## src/rtl/alu_mdu_n_if.sv

```systemverilog
// Request/response bundle for alu_mdu_n: operand handshake in, result handshake out.
// The master side issues operands and consumes results; the slave side is the ALU.
interface alu_mdu_n_if #(
  parameter int N = 32
);
  logic         i_valid;
  logic         o_ready;
  logic [3:0]   op;
  logic [N-1:0] a;
  logic [N-1:0] b;
  logic         o_valid;
  logic         i_ready;
  logic [N-1:0] result;
  logic         overflow;
  logic         zero;
  logic         equal;
  logic         div_by_zero;

  modport master (
    output i_valid, op, a, b, i_ready,
    input  o_ready, o_valid, result, overflow, zero, equal, div_by_zero
  );

  modport slave (
    input  i_valid, op, a, b, i_ready,
    output o_ready, o_valid, result, overflow, zero, equal, div_by_zero
  );
endinterface

```

## src/rtl/alu_mdu_n.sv

```systemverilog
// N-bit sequential ALU: single-cycle logic/shift/add ops plus iterative
// radix-2 unsigned multiply and restoring divide (N+1 edges each).
module alu_mdu_n #(
  parameter int N       = 32,
  parameter int SHAMT_W = $clog2(N)
) (
  input logic         clk,
  input logic         rst,
  alu_mdu_n_if.slave  bus
);

  localparam logic [3:0] OP_AND   = 4'd0;
  localparam logic [3:0] OP_OR    = 4'd1;
  localparam logic [3:0] OP_XOR   = 4'd2;
  localparam logic [3:0] OP_SLL   = 4'd3;
  localparam logic [3:0] OP_SRL   = 4'd4;
  localparam logic [3:0] OP_SRA   = 4'd5;
  localparam logic [3:0] OP_ADD   = 4'd6;
  localparam logic [3:0] OP_SUB   = 4'd7;
  localparam logic [3:0] OP_SLT   = 4'd8;
  localparam logic [3:0] OP_SLTU  = 4'd9;
  localparam logic [3:0] OP_MUL   = 4'd10;
  localparam logic [3:0] OP_MULHU = 4'd11;
  localparam logic [3:0] OP_DIVU  = 4'd12;
  localparam logic [3:0] OP_REMU  = 4'd13;

  typedef enum logic [1:0] {IDLE, ITER, DONE} state_t;

  state_t             state;
  logic [SHAMT_W-1:0] cnt;

  // Iterative working registers: hi/lo hold the partial product or the
  // remainder/quotient pair; bb is the multiplicand or divisor.
  logic [N-1:0] hi;
  logic [N-1:0] lo;
  logic [N-1:0] bb;
  logic         it_div;
  logic         it_hi;
  logic         eq_r;
  logic         bz_r;

  logic accept;
  logic is_iter;
  logic is_div;

  assign bus.o_ready = !rst && ((state == IDLE) || (state == DONE && bus.i_ready));
  assign accept      = bus.i_valid && bus.o_ready;
  assign is_iter     = (bus.op >= OP_MUL) && (bus.op <= OP_REMU);
  assign is_div      = (bus.op == OP_DIVU) || (bus.op == OP_REMU);

  // Shared adder: SUB/SLT/SLTU invert b and carry in one.
  logic                sub_mode;
  logic [N-1:0]        b_eff;
  logic [N:0]          add_full;
  logic [N-1:0]        sum;
  logic                cout;
  logic                add_ovf;
  logic signed [N-1:0] a_s;
  logic [SHAMT_W-1:0]  shamt;
  logic                big_shift;

  assign sub_mode  = (bus.op == OP_SUB) || (bus.op == OP_SLT) || (bus.op == OP_SLTU);
  assign b_eff     = sub_mode ? ~bus.b : bus.b;
  assign add_full  = {1'b0, bus.a} + {1'b0, b_eff} + (N+1)'(sub_mode);
  assign sum       = add_full[N-1:0];
  assign cout      = add_full[N];
  assign add_ovf   = (bus.a[N-1] == b_eff[N-1]) && (sum[N-1] != bus.a[N-1]);
  assign a_s       = bus.a;
  assign shamt     = bus.b[SHAMT_W-1:0];
  assign big_shift = |bus.b[N-1:SHAMT_W];

  logic [N-1:0] s_res;
  logic         s_ovf;

  always_comb begin
    s_res = '0;
    s_ovf = 1'b0;
    case (bus.op)
      OP_AND:  s_res = bus.a & bus.b;
      OP_OR:   s_res = bus.a | bus.b;
      OP_XOR:  s_res = bus.a ^ bus.b;
      OP_SLL:  s_res = big_shift ? '0 : (bus.a << shamt);
      OP_SRL:  s_res = big_shift ? '0 : (bus.a >> shamt);
      OP_SRA:  s_res = big_shift ? '0 : N'(a_s >>> shamt);
      OP_ADD,
      OP_SUB: begin
        s_res = sum;
        s_ovf = add_ovf;
      end
      OP_SLT: begin
        s_res = {{(N-1){1'b0}}, add_ovf ^ sum[N-1]};
        s_ovf = add_ovf;
      end
      OP_SLTU: s_res = {{(N-1){1'b0}}, ~cout};
      default: s_res = '0;
    endcase
  end

  // One radix-2 step: shift-add for multiply, shift-subtract for divide.
  logic [N:0]   madd;
  logic [N:0]   dsh;
  logic [N+1:0] ddiff;
  logic         take;
  logic [N-1:0] nx_hi;
  logic [N-1:0] nx_lo;
  logic [N-1:0] f_res;
  logic         f_ovf;

  assign madd  = {1'b0, hi} + (lo[0] ? {1'b0, bb} : {(N+1){1'b0}});
  assign dsh   = {hi, lo[N-1]};
  assign ddiff = {1'b0, dsh} - {2'b00, bb};
  assign take  = !ddiff[N+1];

  always_comb begin
    if (it_div) begin
      nx_hi = take ? ddiff[N-1:0] : dsh[N-1:0];
      nx_lo = {lo[N-2:0], take};
    end else begin
      nx_hi = madd[N:1];
      nx_lo = {madd[0], lo[N-1:1]};
    end
  end

  assign f_res = it_hi ? nx_hi : nx_lo;
  assign f_ovf = !it_div && (nx_hi != '0);

  // Working registers carry no reset; they are loaded on every accept.
  always_ff @(posedge clk) begin
    if (accept && is_iter) begin
      hi     <= '0;
      lo     <= is_div ? bus.a : bus.b;
      bb     <= is_div ? bus.b : bus.a;
      it_div <= is_div;
      it_hi  <= (bus.op == OP_MULHU) || (bus.op == OP_REMU);
      eq_r   <= (bus.a == bus.b);
      bz_r   <= is_div && (bus.b == '0);
    end else if (state == ITER) begin
      hi <= nx_hi;
      lo <= nx_lo;
    end
  end

  always_ff @(posedge clk or posedge rst) begin
    if (rst) begin
      state           <= IDLE;
      cnt             <= '0;
      bus.o_valid     <= 1'b0;
      bus.result      <= '0;
      bus.overflow    <= 1'b0;
      bus.zero        <= 1'b0;
      bus.equal       <= 1'b0;
      bus.div_by_zero <= 1'b0;
    end else begin
      case (state)
        IDLE, DONE: begin
          if (accept) begin
            if (is_iter) begin
              state       <= ITER;
              cnt         <= '0;
              bus.o_valid <= 1'b0;
            end else begin
              state           <= DONE;
              bus.o_valid     <= 1'b1;
              bus.result      <= s_res;
              bus.overflow    <= s_ovf;
              bus.zero        <= (s_res == '0);
              bus.equal       <= (bus.a == bus.b);
              bus.div_by_zero <= 1'b0;
            end
          end else if (state == DONE && bus.i_ready) begin
            state       <= IDLE;
            bus.o_valid <= 1'b0;
          end
        end
        ITER: begin
          cnt <= cnt + 1'b1;
          if (cnt == SHAMT_W'(N-1)) begin
            state           <= DONE;
            bus.o_valid     <= 1'b1;
            bus.result      <= f_res;
            bus.overflow    <= f_ovf;
            bus.zero        <= (f_res == '0);
            bus.equal       <= eq_r;
            bus.div_by_zero <= bz_r;
          end
        end
        default: state <= IDLE;
      endcase
    end
  end

endmodule

```

## src/flat_wrapper.sv

```systemverilog
// flat-port wrapper written by rule: the top's interface ports become plain ports
module alu_mdu_n_flat 
#(
  parameter int N       = 32,
  parameter int SHAMT_W = $clog2(N)
)
  (clk, rst, bus_i_valid, bus_op, bus_a, bus_b, bus_i_ready, bus_o_ready, bus_o_valid, bus_result, bus_overflow, bus_zero, bus_equal, bus_div_by_zero);
  alu_mdu_n_if #(.N(N)) bus_i ();
  input logic clk;
  input logic rst;
  input wire logic [$bits(bus_i.i_valid)-1:0] bus_i_valid;
  input wire logic [$bits(bus_i.op)-1:0] bus_op;
  input wire logic [$bits(bus_i.a)-1:0] bus_a;
  input wire logic [$bits(bus_i.b)-1:0] bus_b;
  input wire logic [$bits(bus_i.i_ready)-1:0] bus_i_ready;
  output wire logic [$bits(bus_i.o_ready)-1:0] bus_o_ready;
  output wire logic [$bits(bus_i.o_valid)-1:0] bus_o_valid;
  output wire logic [$bits(bus_i.result)-1:0] bus_result;
  output wire logic [$bits(bus_i.overflow)-1:0] bus_overflow;
  output wire logic [$bits(bus_i.zero)-1:0] bus_zero;
  output wire logic [$bits(bus_i.equal)-1:0] bus_equal;
  output wire logic [$bits(bus_i.div_by_zero)-1:0] bus_div_by_zero;
  assign bus_i.i_valid = bus_i_valid;
  assign bus_i.op = bus_op;
  assign bus_i.a = bus_a;
  assign bus_i.b = bus_b;
  assign bus_i.i_ready = bus_i_ready;
  assign bus_o_ready = bus_i.o_ready;
  assign bus_o_valid = bus_i.o_valid;
  assign bus_result = bus_i.result;
  assign bus_overflow = bus_i.overflow;
  assign bus_zero = bus_i.zero;
  assign bus_equal = bus_i.equal;
  assign bus_div_by_zero = bus_i.div_by_zero;
  alu_mdu_n #(.N(N), .SHAMT_W(SHAMT_W)) u_core (.clk(clk), .rst(rst), .bus(bus_i));
endmodule
```

## config.mk

```make
export PLATFORM = sky130hd
export DESIGN_NAME = alu_mdu_n_flat
export DESIGN_NICKNAME = d
export VERILOG_FILES = /design/src/rtl/alu_mdu_n_if.sv /design/src/rtl/alu_mdu_n.sv /design/src/flat_wrapper.sv
export SDC_FILE = /design/constraint.sdc
export NUM_CORES = 1
export LEC_CHECK = 0
export BUFFER_PORTS_ARGS = -buffer_cell sky130_fd_sc_hd__buf_4
export CAP_MARGIN = 20
export CORE_ASPECT_RATIO = 1.1
export CORE_UTILIZATION = 30
export CTS_CLUSTER_SIZE = 8
export DETAILED_ROUTE_END_ITERATION = 10
export PLACE_DENSITY = 0.56
export SYNTH_ARGS = -nofsm -noshare
export SYNTH_HDL_FRONTEND = slang
export SYNTH_SLANG_ARGS = --single-unit
```

## constraint.sdc

```tcl
create_clock -name clk -period 5.6 [get_ports clk]
set_input_delay 0.56 -clock clk [delete_from_list [all_inputs] [get_ports clk]]
set_output_delay 0.56 -clock clk [all_outputs]
set_load 0.05 [all_outputs]
```

==> reports/results.tsv <==
metric	value	unit
f_max	0.196	GHz
Slowest-stage cell, CP	or4b_1	
mapped cell area	20700	sq um
Rows	100	
register area share after synthesis	18.3	%
Hold Vio Cnt, Final	0	
Post-Place Cells	3606	
worst skew pair latency	450	ps
clk root buf	clkbuf_16	
Die W	252	microns
via-per-instance ratio	5.94	
CP max stage delay	580	ps
CTS Sinks	144	
Worst path depth	16	
synth warn	0	
min cycle time layout	5090	ps
DRT Wirelength	94.1	mm
Worst Reg-to-Reg Cells	16	
layout net count	2947	
antenna violations before repair	2	
DR vias	21633	
crit-path max FO	9	
total grt overflow	0	
# DRC	0	
Core Region	67900	sq um
r2r endpoint	u_core.bus.overflow$_DFFE_PP0P_	
setup TNS	0	ps
# diodes	0	
maximum vdd drop	255	uV
Final period util	91.0	%
RSZ-0062 raised after global routing	no	
relative slew slack	26.9	%
DRT antenna net count	0	
largest net degree at the start of global routing	73	
Setup crit end	u_core.bus.overflow$_DFFE_PP0P_	
Yosys cell types	100	
vias in the first global route	20590	
Critical Path AT	5410	ps
worst setup margin	506	ps
Post-CTS Hold Fix Bufs	0	
first-pass GRT wire length	138	mm
Post-Route Skew	8.80	ps
CTS H-tree lvls	4	
RR Startpoint	u_core.lo[0]$_DFFE_PP_	
maxcap violations	0	
Starting Density	30.4	%
Tot Pwr	8.41	mW
worst path bufs/invs	1	
GPL Wtd Cong	1.02	
clock-pin slew on the worst setup and hold paths	60	ps
area grow syn2layout	11.9	%
synthesis-stage register bit count	144	
final setup fails	0	
Static Leak	9.47	nW
die height	277	microns
top_reg_cell synth	edfxtp_1	
critical path startpoint	u_core.lo[0]$_DFFE_PP_	
post-CTS sizing	0	
TritonCTS clock tree	done	
max-slew violations	0	
share of cells above drive strength 1	13.7	%
CTS buffer count	17	
status	completed	
number of enable flip-flop cells after synthesis	68	
worst hold path class	input port to asynchronous set/reset pin	
Worst EP required	5920	ps
dpl ws	185	ps
Syn Nets	2933	
routed len/inst	25.9	microns
detailed-placement wirelength estimate	74.2	mm
Post-synth ARST share	30.6	%
top-level I/O count	110	
Mapped Cells	2694	
syn_area_per_cell	7.67	sq um
DR pass1 iterations	6	
cells along the critical path	and2_1 > ha_1 > inv_1 > fa_1 > nand2b_1 > a21o_1 > a31oi_1 > a2111oi_2 > nor2_1 > a221oi_1 > mux2i_4 > or3b_1 > or4b_1 > or4_1 > nor4_1 > a21oi_1	
CTS max path bufs	2	
Final Non-Filler Cells	3639	
critical path type	flip-flop to flip-flop	
CP top delay family	simple AND/OR/NAND/NOR gates	
slew of the pin with the lowest slew margin	1080	ps
setup bufs post-CTS	0	
Global Route Usage Sum	26.3	%
DRC marker count from the first detailed-route iteration	2665	
Crit. End Element	flip-flop	
Startpoint Class	flip-flop	
I/O Buffers	109	
die area	70000	sq um
reg-to-reg slack, setup	510	ps
Cell Pwr Density	363	nW/um^2
==> through the flow <==
step	instance area, sq um	hold slack, ps	utilization (%)
2_1_floorplan	20700	443	-
3_3_place_gp	22500	456	33.2
3_5_place_dp	22500	468	33.2
4_1_cts	23100	375	34.0
5_1_grt	23100	0.790	34.1
6_report	23100	3.53	34.1
==> logic make-up (layout without fill, tap and decap cells) <==
group | count (synthesis) | after routing | synth area share [%]
mux | 210 | 210 | 12.9
buf+inv | 327 | 354 | 6.37
flops | 144 | 144 | 18.3
compound gates | 895 | 895 | 28.3
xor+xnor | 105 | 105 | 4.45
simple gates | 846 | 846 | 19.4
fa+ha+maj | 167 | 167 | 10.2
==> cells in the final DEF (no fill, tap or decap), types with 54 or more instances in the layout <==
cell type and count:
nand2_1 301, o21ai_0 219, nor2_1 201, a21oi_1 201, buf_4 189, ha_1 164
inv_1 121, mux2i_1 108, nand3_1 77, xnor2_1 77, edfxtp_1 68, mux2_2 61
a31oi_1 54
==> registers in the layout, summed over array words and instances (netlist names) <==
name                    cells
u_core.state                2
u_core.bus.result          32
u_core.bus.equal            1
u_core.lo                  32
u_core.eq_r                 1
u_core.it_hi                1
u_core.cnt                  5
u_core.bus.zero             1
u_core.bz_r                 1
u_core.bus.o_valid          1
u_core.hi                  32
u_core.bus.div_by_zero      1
u_core.bb                  32
u_core.it_div               1
u_core.bus.overflow         1
==> area by class of cell <==
class                           instances  area (sq um)
Timing Repair Buffer                  195          1540
Clock buffer                           18           450
Sequential cell                       144          3780
Fill cell                            7271         44800
Multi-Input combinational cell       2223         15600
Inverter                              127           477
Tap cell                              918          1150
Clock inverter                         14           123
==> where the power goes <==
group	switching (mW)	internal (mW)	total, mW
logic	3.56	1.96	5.52
clock network	0.499	0.642	1.14
registers	0.308	1.44	1.75
==> worst min path at each step <==
stage	start	endpoint	cells after the start
3_3_place_gp	u_core.bus.div_by_zero$_DFFE_PP0P_	u_core.bus.div_by_zero$_DFFE_PP0P_	2
6_report	rst	u_core.bus.o_valid$_DFFE_PP0P_	2
2_1_floorplan	u_core.bz_r$_DFFE_PP_	u_core.bus.div_by_zero$_DFFE_PP0P_	2
3_5_place_dp	u_core.bus.div_by_zero$_DFFE_PP0P_	u_core.bus.div_by_zero$_DFFE_PP0P_	2
5_1_grt	rst	u_core.bus.o_valid$_DFFE_PP0P_	2
4_1_cts	bus_i_ready	u_core.state[1]$_DFFE_PP0P_	3
==> per-layer routing <==
layer / GRT usage, % / share of wire, % / vias up
met4: 13.1 / 5.2 / 4
met1: 33.4 / 41 / 10365
met2: 43.5 / 47 / 998
met3: 3.50 / 6.5 / 192
met5: 0 / 0.024 / -
li1: - / - / 10074
==> worst register-to-register path: stages, from the launching register on <==
cell	delay, ps
edfxtp_1	540
and2_1	180
ha_1	220
inv_1	80
fa_1	420
nand2b_1	190
a21o_1	200
a31oi_1	400
a2111oi_2	220
nor2_1	300
a221oi_1	180
mux2i_4	230
or3b_1	370
or4b_1	580
or4_1	490
nor4_1	280
a21oi_1	100
==> synthesized netlist by cell type, drive strengths merged, types with 16 or more instances <==
cell	count	share of area [%]
dfxtp	32	3.1
a31oi	54	1.6
nor2	202	3.7
mux2i	110	5.4
xnor2	77	3.3
a221oi	18	0.82
mux2	63	3.5
nand2	302	5.5
nand2b	26	0.79
o22ai	45	1.4
nand3	78	1.9
o21ai	222	5.4
nor4	24	0.73
nor2b	20	0.61
clkbuf	134	2.4
a21o	41	1.5
xor2	28	1.2
inv	126	2.3
a211oi	53	1.9
and3	18	0.54
mux4	37	4.0
nand4	25	0.76
o21a	21	0.76
and2	48	1.5
o211ai	44	1.6
nor3	30	0.75
a21oi	203	5.0
o21bai	19	0.69
dfrtp	44	5.3
buf	66	1.6
ha	164	9.9
edfxtp	68	9.9
a22oi	16	0.58
Power figures use the tool's default switching activity.
